### config.mk
export PLATFORM = sky130hd
export DESIGN_NAME = bank_readback_ctrl
export DESIGN_NICKNAME = d
export VERILOG_FILES = /design/src/rtl/bank_readback_ctrl.sv
export SDC_FILE = /design/constraint.sdc
export NUM_CORES = 1
export LEC_CHECK = 0
export ABC_AREA = 1
export CORE_MARGIN = 3
export CORE_UTILIZATION = 41
export CTS_BUF_LIST = sky130_fd_sc_hd__clkbuf_16
export DETAILED_ROUTE_END_ITERATION = 10
export GPL_ROUTABILITY_DRIVEN = 0
export GPL_TIMING_DRIVEN = 0
export PLACE_DENSITY = 0.87
export SETUP_SLACK_MARGIN = 0.02
export SYNTH_ARGS = -nofsm -noshare
export SYNTH_HDL_FRONTEND = slang
export SYNTH_SLANG_ARGS = --single-unit
### constraint.sdc
create_clock -name clk -period 1.45 [get_ports clk]
set_input_delay 0.3625 -clock clk [delete_from_list [all_inputs] [get_ports clk]]
set_output_delay 0.3625 -clock clk [all_outputs]
set_load 0.02 [all_outputs]
### src/rtl/bank_readback_ctrl.sv
// Bank B readback sequencer: READ -> CAPT -> PRESENT per word, valid/ready out.
// Optional READBACK_CHKSUM_EN adds a running XOR of accepted words on chksum.
module bank_readback_ctrl #(
  parameter int DW     = 8,
  parameter int AW     = 3,
  parameter int NWORDS = 4
) (
  input  logic          clk,
  input  logic          reset,
  input  logic          start,
  output logic          rd_en,
  output logic [AW-1:0] rd_addr,
  input  logic [DW-1:0] rd_data,
  output logic          out_valid,
  input  logic          out_ready,
  output logic [DW-1:0] out_data,
  output logic          out_last,
`ifdef READBACK_CHKSUM_EN
  output logic [DW-1:0] chksum,
`endif
  output logic          busy,
  output logic          done
);

  localparam int IW = $clog2(NWORDS + 1);
  localparam logic [IW-1:0] LAST = IW'(NWORDS - 1);

  typedef enum logic [2:0] {
    IDLE,
    READ,
    CAPT,
    PRESENT,
    DONE
  } state_e;

  state_e        state_q, state_d;
  logic [IW-1:0] idx_q, idx_d;
  logic [DW-1:0] data_q, data_d;
  logic          last_q, last_d;
  logic          hs;

  assign hs = (state_q == PRESENT) && out_ready;

  always_ff @(posedge clk) begin
    if (reset) begin
      state_q <= IDLE;
      idx_q   <= '0;
      data_q  <= '0;
      last_q  <= 1'b0;
    end else begin
      state_q <= state_d;
      idx_q   <= idx_d;
      data_q  <= data_d;
      last_q  <= last_d;
    end
  end

  always_comb begin
    state_d = state_q;
    idx_d   = idx_q;
    data_d  = data_q;
    last_d  = last_q;
    unique case (state_q)
      IDLE: begin
        if (start) begin
          state_d = READ;
          idx_d   = '0;
        end
      end
      READ: state_d = CAPT;
      CAPT: begin
        data_d  = rd_data;
        last_d  = (idx_q == LAST);
        state_d = PRESENT;
      end
      PRESENT: begin
        if (hs) begin
          if (last_q) begin
            state_d = DONE;
          end else begin
            idx_d   = idx_q + IW'(1);
            state_d = READ;
          end
        end
      end
      DONE:    state_d = IDLE;
      default: state_d = IDLE;
    endcase
  end

  assign rd_en     = (state_q == READ);
  assign rd_addr   = AW'(idx_q);
  assign out_valid = (state_q == PRESENT);
  assign out_data  = data_q;
  // last flag only means something alongside a presented word
  assign out_last  = last_q && (state_q == PRESENT);
  assign busy      = (state_q == READ) || (state_q == CAPT)
                  || (state_q == PRESENT);
  assign done      = (state_q == DONE);

`ifdef READBACK_CHKSUM_EN
  logic [DW-1:0] chk_q, chk_d;

  always_comb begin
    chk_d = chk_q;
    if ((state_q == IDLE) && start) begin
      chk_d = '0;
    end else if (hs) begin
      chk_d = chk_q ^ data_q;
    end
  end

  always_ff @(posedge clk) begin
    if (reset) begin
      chk_q <= '0;
    end else begin
      chk_q <= chk_d;
    end
  end

  assign chksum = chk_q;
`endif

endmodule

==> results of run 1 <==
-- cell usage after synthesis, drive strengths merged --
| library cell | count |
|---|---|
| nor2 | 29 |
| dfxtp | 15 |
| nand2 | 15 |
| inv | 10 |
| o21ai | 9 |
| nand3 | 4 |
| a21oi | 3 |
| buf | 2 |
| ha | 2 |
| or2 | 2 |
| a31oi | 1 |
| nor3 | 1 |
| nor4 | 1 |
-- area by class of cell --
type / instances / area share [%]
Tap cell: 16 / 1.91
Clock buffer: 3 / 7.18
Multi-Input combinational cell: 67 / 32.5
Sequential cell: 15 / 29.3
Clock inverter: 1 / 0.478
Timing Repair Buffer: 27 / 22.8
Buffer: 2 / 1.91
Inverter: 10 / 3.83
-- flip-flops by register name, summed over array words and instances (netlist names) --
signal,count
out_data,8
rd_addr,3
last_q,1
state_q,3
-- power groups by stage --
stage | registers, mW | logic (mW) | clock network, mW
floorplan | 0.562 | 0.200 | 0
global placement | 0.513 | 0.409 | 0
finish | 0.511 | 0.386 | 0.534
detailed placement | 0.516 | 0.423 | 0
global route | 0.517 | 0.431 | 0.549
CTS | 0.510 | 0.384 | 0.538
-- logic make-up (layout without fill, tap and decap cells) --
| logic type | count (synthesis) | after routing | synth area share [%] |
|---|---|---|---|
| and+or+nand+nor | 52 | 52 | 34.5 |
| DFF | 15 | 15 | 43.8 |
| AOI/OAI and AO/OA | 13 | 13 | 9.67 |
| buffers and inverters | 12 | 43 | 8.39 |
| adders and majority gates | 2 | 2 | 3.65 |
-- worst min path at each step --
stage	startpoint	endpoint	slack, ns	cells past startpoint
global route	out_data[3]	out_data[3]	0.50	2
floorplan	reset	state_q[1]	0.43	1
CTS	out_data[6]	out_data[6]	0.48	2
global placement	out_data[4]	out_data[4]	0.46	2
detailed placement	out_data[1]	out_data[1]	0.47	2
finish	out_data[1]	out_data[1]	0.47	2
-- routing by layer --
metal | part of all wire [%] | routed length [um] | vias up | global-route usage (%)
li1 | - | - | 361 | -
met1 | 42 | 681 | 316 | 18.0
met2 | 50 | 808 | 20 | 27.6
met3 | 6.3 | 101 | 2 | 2.30
met4 | 1.4 | 23 | 0 | 8.29
met5 | 0 | 0 | - | 0
-- per-stage QoR --
| stage | power, mW | setup slack (ns) | hold slack (ns) | instances |
|---|---|---|---|---|
| after floorplan | 0.762 | 0.130 | 0.432 | 94 |
| after global routing | 1.50 | 0.0207 | 0.496 | 141 |
| after detailed placement | 0.939 | -0.243 | 0.475 | 137 |
| after global placement | 0.922 | -0.253 | 0.463 | 137 |
| after CTS | 1.43 | 0.0251 | 0.481 | 141 |
| final | 1.43 | 0.0633 | 0.473 | 141 |
-- what timing repair did --
| item | CTS | global route |
|---|---|---|
| cloned | 0 | 0 |
| setup endpoints to repair | 16 | 4 |
| hold endpoints to repair | 0 | 0 |
| gates resized for setup | 38 | 6 |
-- worst reg2reg max path, cell delays in order, from the launching register on --
cell	delay, ns
dfxtp_1	0.33
ha_1	0.21
ha_1	0.26
or2_1	0.22
nand3_1	0.08
nand2_1	0.05
nor2_1	0.08
==> results.toml, run 1 <==
[clock_network]
h-tree-depth = 1
hold_buffers = 0
insertion_delay_ns = 0.25
cts_tree = "yes"
postCtsSetupBuffers = 0
cts_root_buf = "clkbuf_16"
clk_pin_slew_worst_paths_ns = 0.05
clock_sinks = 15
ctsLongestPathBuffers = 2
cts_buffers = 3

[logic_synthesis]
yosysTopAreaCell = "dfxtp_1"
synth_cell_types = 19
ys_seq_area_share_pct = 43.8
syn_area_sq_um = 686
ys_ff_latch = 15
syn_inst = 94
synthTopCellsByArea = "dfxtp_1 (44%), nor2_1 (15%), o21ai_0 (6.6%), nand2_1 (4.9%), nand2_2 (4.6%)"
syn_nets = 108
yosysWarnings = 0
synth.top_cell.area_share_pct = 43.8
synth.avg_cell_area_sq_um = 7.29

[flow_run]
maxCapViolations = 0

[sta]
tightest_slew_ns = 0.271
final_hold_viol_count = 0
period_share_pct = 95.6
fmax_ghz = 0.721
setup-tns-final_ns = 0
finalSetupViolCount = 0
relSlewSlack_pct = 81.8
min_period_ns = 1.39
clock_skew_ns = 0.00282
rsz0062_at_grt = "no"
slew_viol_final = 0

[cells_and_area]
area_growth_syn_to_layout_pct = 52.6
seq_area_sq_um = 307
layout_commonest_cell = "nor2_1"
multi_input_area_sq_um = 340
drive_above_1_share_pct = 22.4
post-route-util_pct = 67.9
insertedDiodeCount = 0
fillers = 137
final_nets = 140
final_area_sq_um = 1050
final_cell_mix = "nor2_1 (27), dfxtp_1 (12), clkdlybuf4s50_1 (11), dlygate4sd2_1 (11)"

[worst_hold_path]
hold_class = "flip-flop to flip-flop"

[floorplanning]
fp.dieH_um = 46.9
pin_count = 28
core-area_sq_um = 1540
die_area_sq_um = 2200
start_util_pct = 44.5
die_w_um = 46.9
rows = 14

[run_status]
outcome = "completed"

[setup_path]
reg2reg_to = "rd_addr[2]"
reg2reg_depth = 6
crit_start = "state_q[0]"
worstPathRequired_ns = 1.09
cpMaxStageDelayCell = "dfxtp_2"
worst-path-buf-inv = 1
critPathTopFamily = "flip-flops"
crit_cells = 3
cp-endpoint = "out_valid"
crit_path_start_kind = "flip-flop"
worstPathCellList = "nand2_2, nor2_4, buf_4"
critPathKind = "flip-flop to output pin"
slowest_delay_ns = 0.38
r2r_setup_slack_ns = 0.16
reg2reg_from = "rd_addr[0]"
cp_data_arrival_time_ns = 1.02
worst-path-max-fanout = 6
end_kind = "output pin"

[placement]
dp_hpwl_um = 1290
placed_area_sq_um = 976
io_buffer_count = 27

[power_and_ir_drop]
p_leak_nw = 0.512
pwr-share-clk_pct = 37.3
p_sw_share_pct = 30.4
power_density_nw_per_um2 = 1370
p_seq_share_pct = 35.7
p_int_mw = 0.995
peakVddDrop_v = 0.000790
p_comb_share_pct = 27.0
power_switching_mw = 0.435

[global_routing]
grt_pass1_vias = 617
antenna_found_initial = 0
grt_pass1_wl_um = 2390
grt-ovfl-total = 0
grt_max_degree = 11
track_usage_pct = 15.6

[routing]
ant_nets = 0
wl_um = 1620
viasPerCell = 4.96
via_count = 699
detail_route.iter0.violations = 10
wl_per_cell_um = 11.5
dr.pass1.iters = 4
drc = 0
Power figures use the tool's default switching activity.
==> run 2, diff against run 1 <==
--- a/config.mk
+++ b/config.mk
@@ -13,6 +13,7 @@
 export GPL_ROUTABILITY_DRIVEN = 0
 export GPL_TIMING_DRIVEN = 0
 export PLACE_DENSITY = 0.87
+export RECOVER_POWER = 100
 export SETUP_SLACK_MARGIN = 0.02
 export SYNTH_ARGS = -nofsm -noshare
 export SYNTH_HDL_FRONTEND = slang
==> run 2 against run 1 <==
Net effect:
- setup slack hardly changed
- fmax barely moved
- routed wire length decreased by 0.37%
- final cell count is the same
- global-route usage unchanged
- die area is the same
- critical path depth unchanged
==> results.toml, run 2 (synthesized netlist as in run 1, its figures left out) <==
[run_status]
outcome = "completed"

[clock_network]
cts_tree = "yes"
clock_sinks = 15
postCtsSetupBuffers = 0
insertion_delay_ns = 0.25
ctsLongestPathBuffers = 2
cts_buffers = 3
h-tree-depth = 1
clk_pin_slew_worst_paths_ns = 0.05
cts_root_buf = "clkbuf_16"

[global_routing]
grt_pass1_wl_um = 2390
antenna_found_initial = 0
track_usage_pct = 15.6
grt-ovfl-total = 0
grt_max_degree = 11
grt_pass1_vias = 617

[routing]
wl_per_cell_um = 11.4
dr.pass1.iters = 4
detail_route.iter0.violations = 10
via_count = 697
ant_nets = 0
viasPerCell = 4.94
drc = 0
wl_um = 1610

[sta]
fmax_ghz = 0.721
tightest_slew_ns = 0.339
period_share_pct = 95.6
min_period_ns = 1.39
relSlewSlack_pct = 77.4
finalSetupViolCount = 0
slew_viol_final = 0
whs_ns = 0.473
clock_skew_ns = 0.00281
final_hold_viol_count = 0
setup_slack_ns = 0.0633

[setup_path]
critPathTopFamily = "flip-flops"
reg2reg_from = "rd_addr[0]"
cpMaxStageDelayCell = "dfxtp_2"
critPathKind = "flip-flop to output pin"
worstPathRequired_ns = 1.09
worst-path-buf-inv = 1
reg2reg_depth = 6
crit_cells = 3
cp_data_arrival_time_ns = 1.02
end_kind = "output pin"
r2r_setup_slack_ns = 0.16
crit_start = "state_q[0]"
crit_path_start_kind = "flip-flop"
worst-path-max-fanout = 6
slowest_delay_ns = 0.38
worstPathCellList = "nand2_2, nor2_4, buf_4"

[cells_and_area]
multi_input_area_sq_um = 340
fillers = 138
final_area_sq_um = 1040
post-route-util_pct = 67.8
drive_above_1_share_pct = 20.8
insertedDiodeCount = 0
area_growth_syn_to_layout_pct = 52.4
largest_register_ffs = 8
final_cell_mix = "nor2_1 (27), dfxtp_1 (12), dlygate4sd2_1 (11)"
final_nets = 140
seq_area_sq_um = 307
layout_commonest_cell = "nor2_1"
instances_no_fill = 141

[power_and_ir_drop]
power_density_nw_per_um2 = 1370
p_leak_nw = 0.512
peakVddDrop_v = 0.000785

[placement]
dp_hpwl_um = 1290
placed_area_sq_um = 976
io_buffer_count = 27
place_ws_ns = -0.243
dp.cells = 137

[floorplanning]
core-area_sq_um = 1540
pin_count = 28
rows = 14
fp.dieH_um = 46.9
die_w_um = 46.9
start_util_pct = 44.5
die_area_sq_um = 2200

[worst_hold_path]
hold_class = "flip-flop to flip-flop"
hold_depth = 2
hold_start = "out_data[1]"

[flow_run]
maxCapViolations = 0
[run 2: cell types whose count changed in the layout (fill, tap and decap cells not counted)]
cell | previous run | this run
buf_2 | 3 | 2
clkbuf_1 | 0 | 1
clkdlybuf4s50_1 | 11 | 10
dlygate4sd3_1 | 0 | 1
inv_1 | 7 | 8
inv_2 | 2 | 1
[run 2: cell type report]
cell class | instances | share of cell area, %
well taps | 16 | 1.92
clock inverters | 1 | 0.479
repair buffers | 27 | 22.9
flip-flops and latches | 15 | 29.3
plain buffers | 2 | 1.80
multi-input cells | 67 | 32.6
inverters | 10 | 3.83
clock buffers | 3 | 7.19
[run 2: repair_timing]
| item | 4_1_cts | 5_1_grt |
|---|---|---|
| pin swaps | 0 | 0 |
| setup endpoints to repair | 16 | 4 |
| hold buffers | 0 | 0 |
| resized for setup | 38 | 6 |
[run 2: final timing paths]
check / endpoint
min reg2reg: out_data[1]
min: out_data[1]
max: out_valid
max reg2reg: rd_addr[2]
[run 2: tightest hold or removal path: cells and delay by family, from the launching register on]
family        cells  cell delay (ns)
flops             1             0.31
simple gates      2             0.12
[run 2: stage by stage]
stage / TNS, ns / total power [mW]
finish: 0 / 1.43
CTS: 0 / 1.43
global placement: -0.926 / 0.922
floorplan: 0 / 0.762
detailed placement: -1.00 / 0.939
global route: -0.0102 / 1.49
[run 2: metal layers]
metal / vias to the layer above / global-route usage, % / share of wire (%)
met5: - / 0 / 0
met4: 0 / 8.29 / 1.4
met3: 2 / 2.30 / 5.8
met2: 20 / 27.6 / 50
met1: 314 / 18.0 / 43
li1: 361 / - / -
[run 2: power by group]
group	leakage, nW	switching [mW]	internal (mW)	total [mW]
combinational	0.346	0.227	0.156	0.383
sequential	0.124	0.0407	0.470	0.510
clock	0.0409	0.166	0.368	0.534
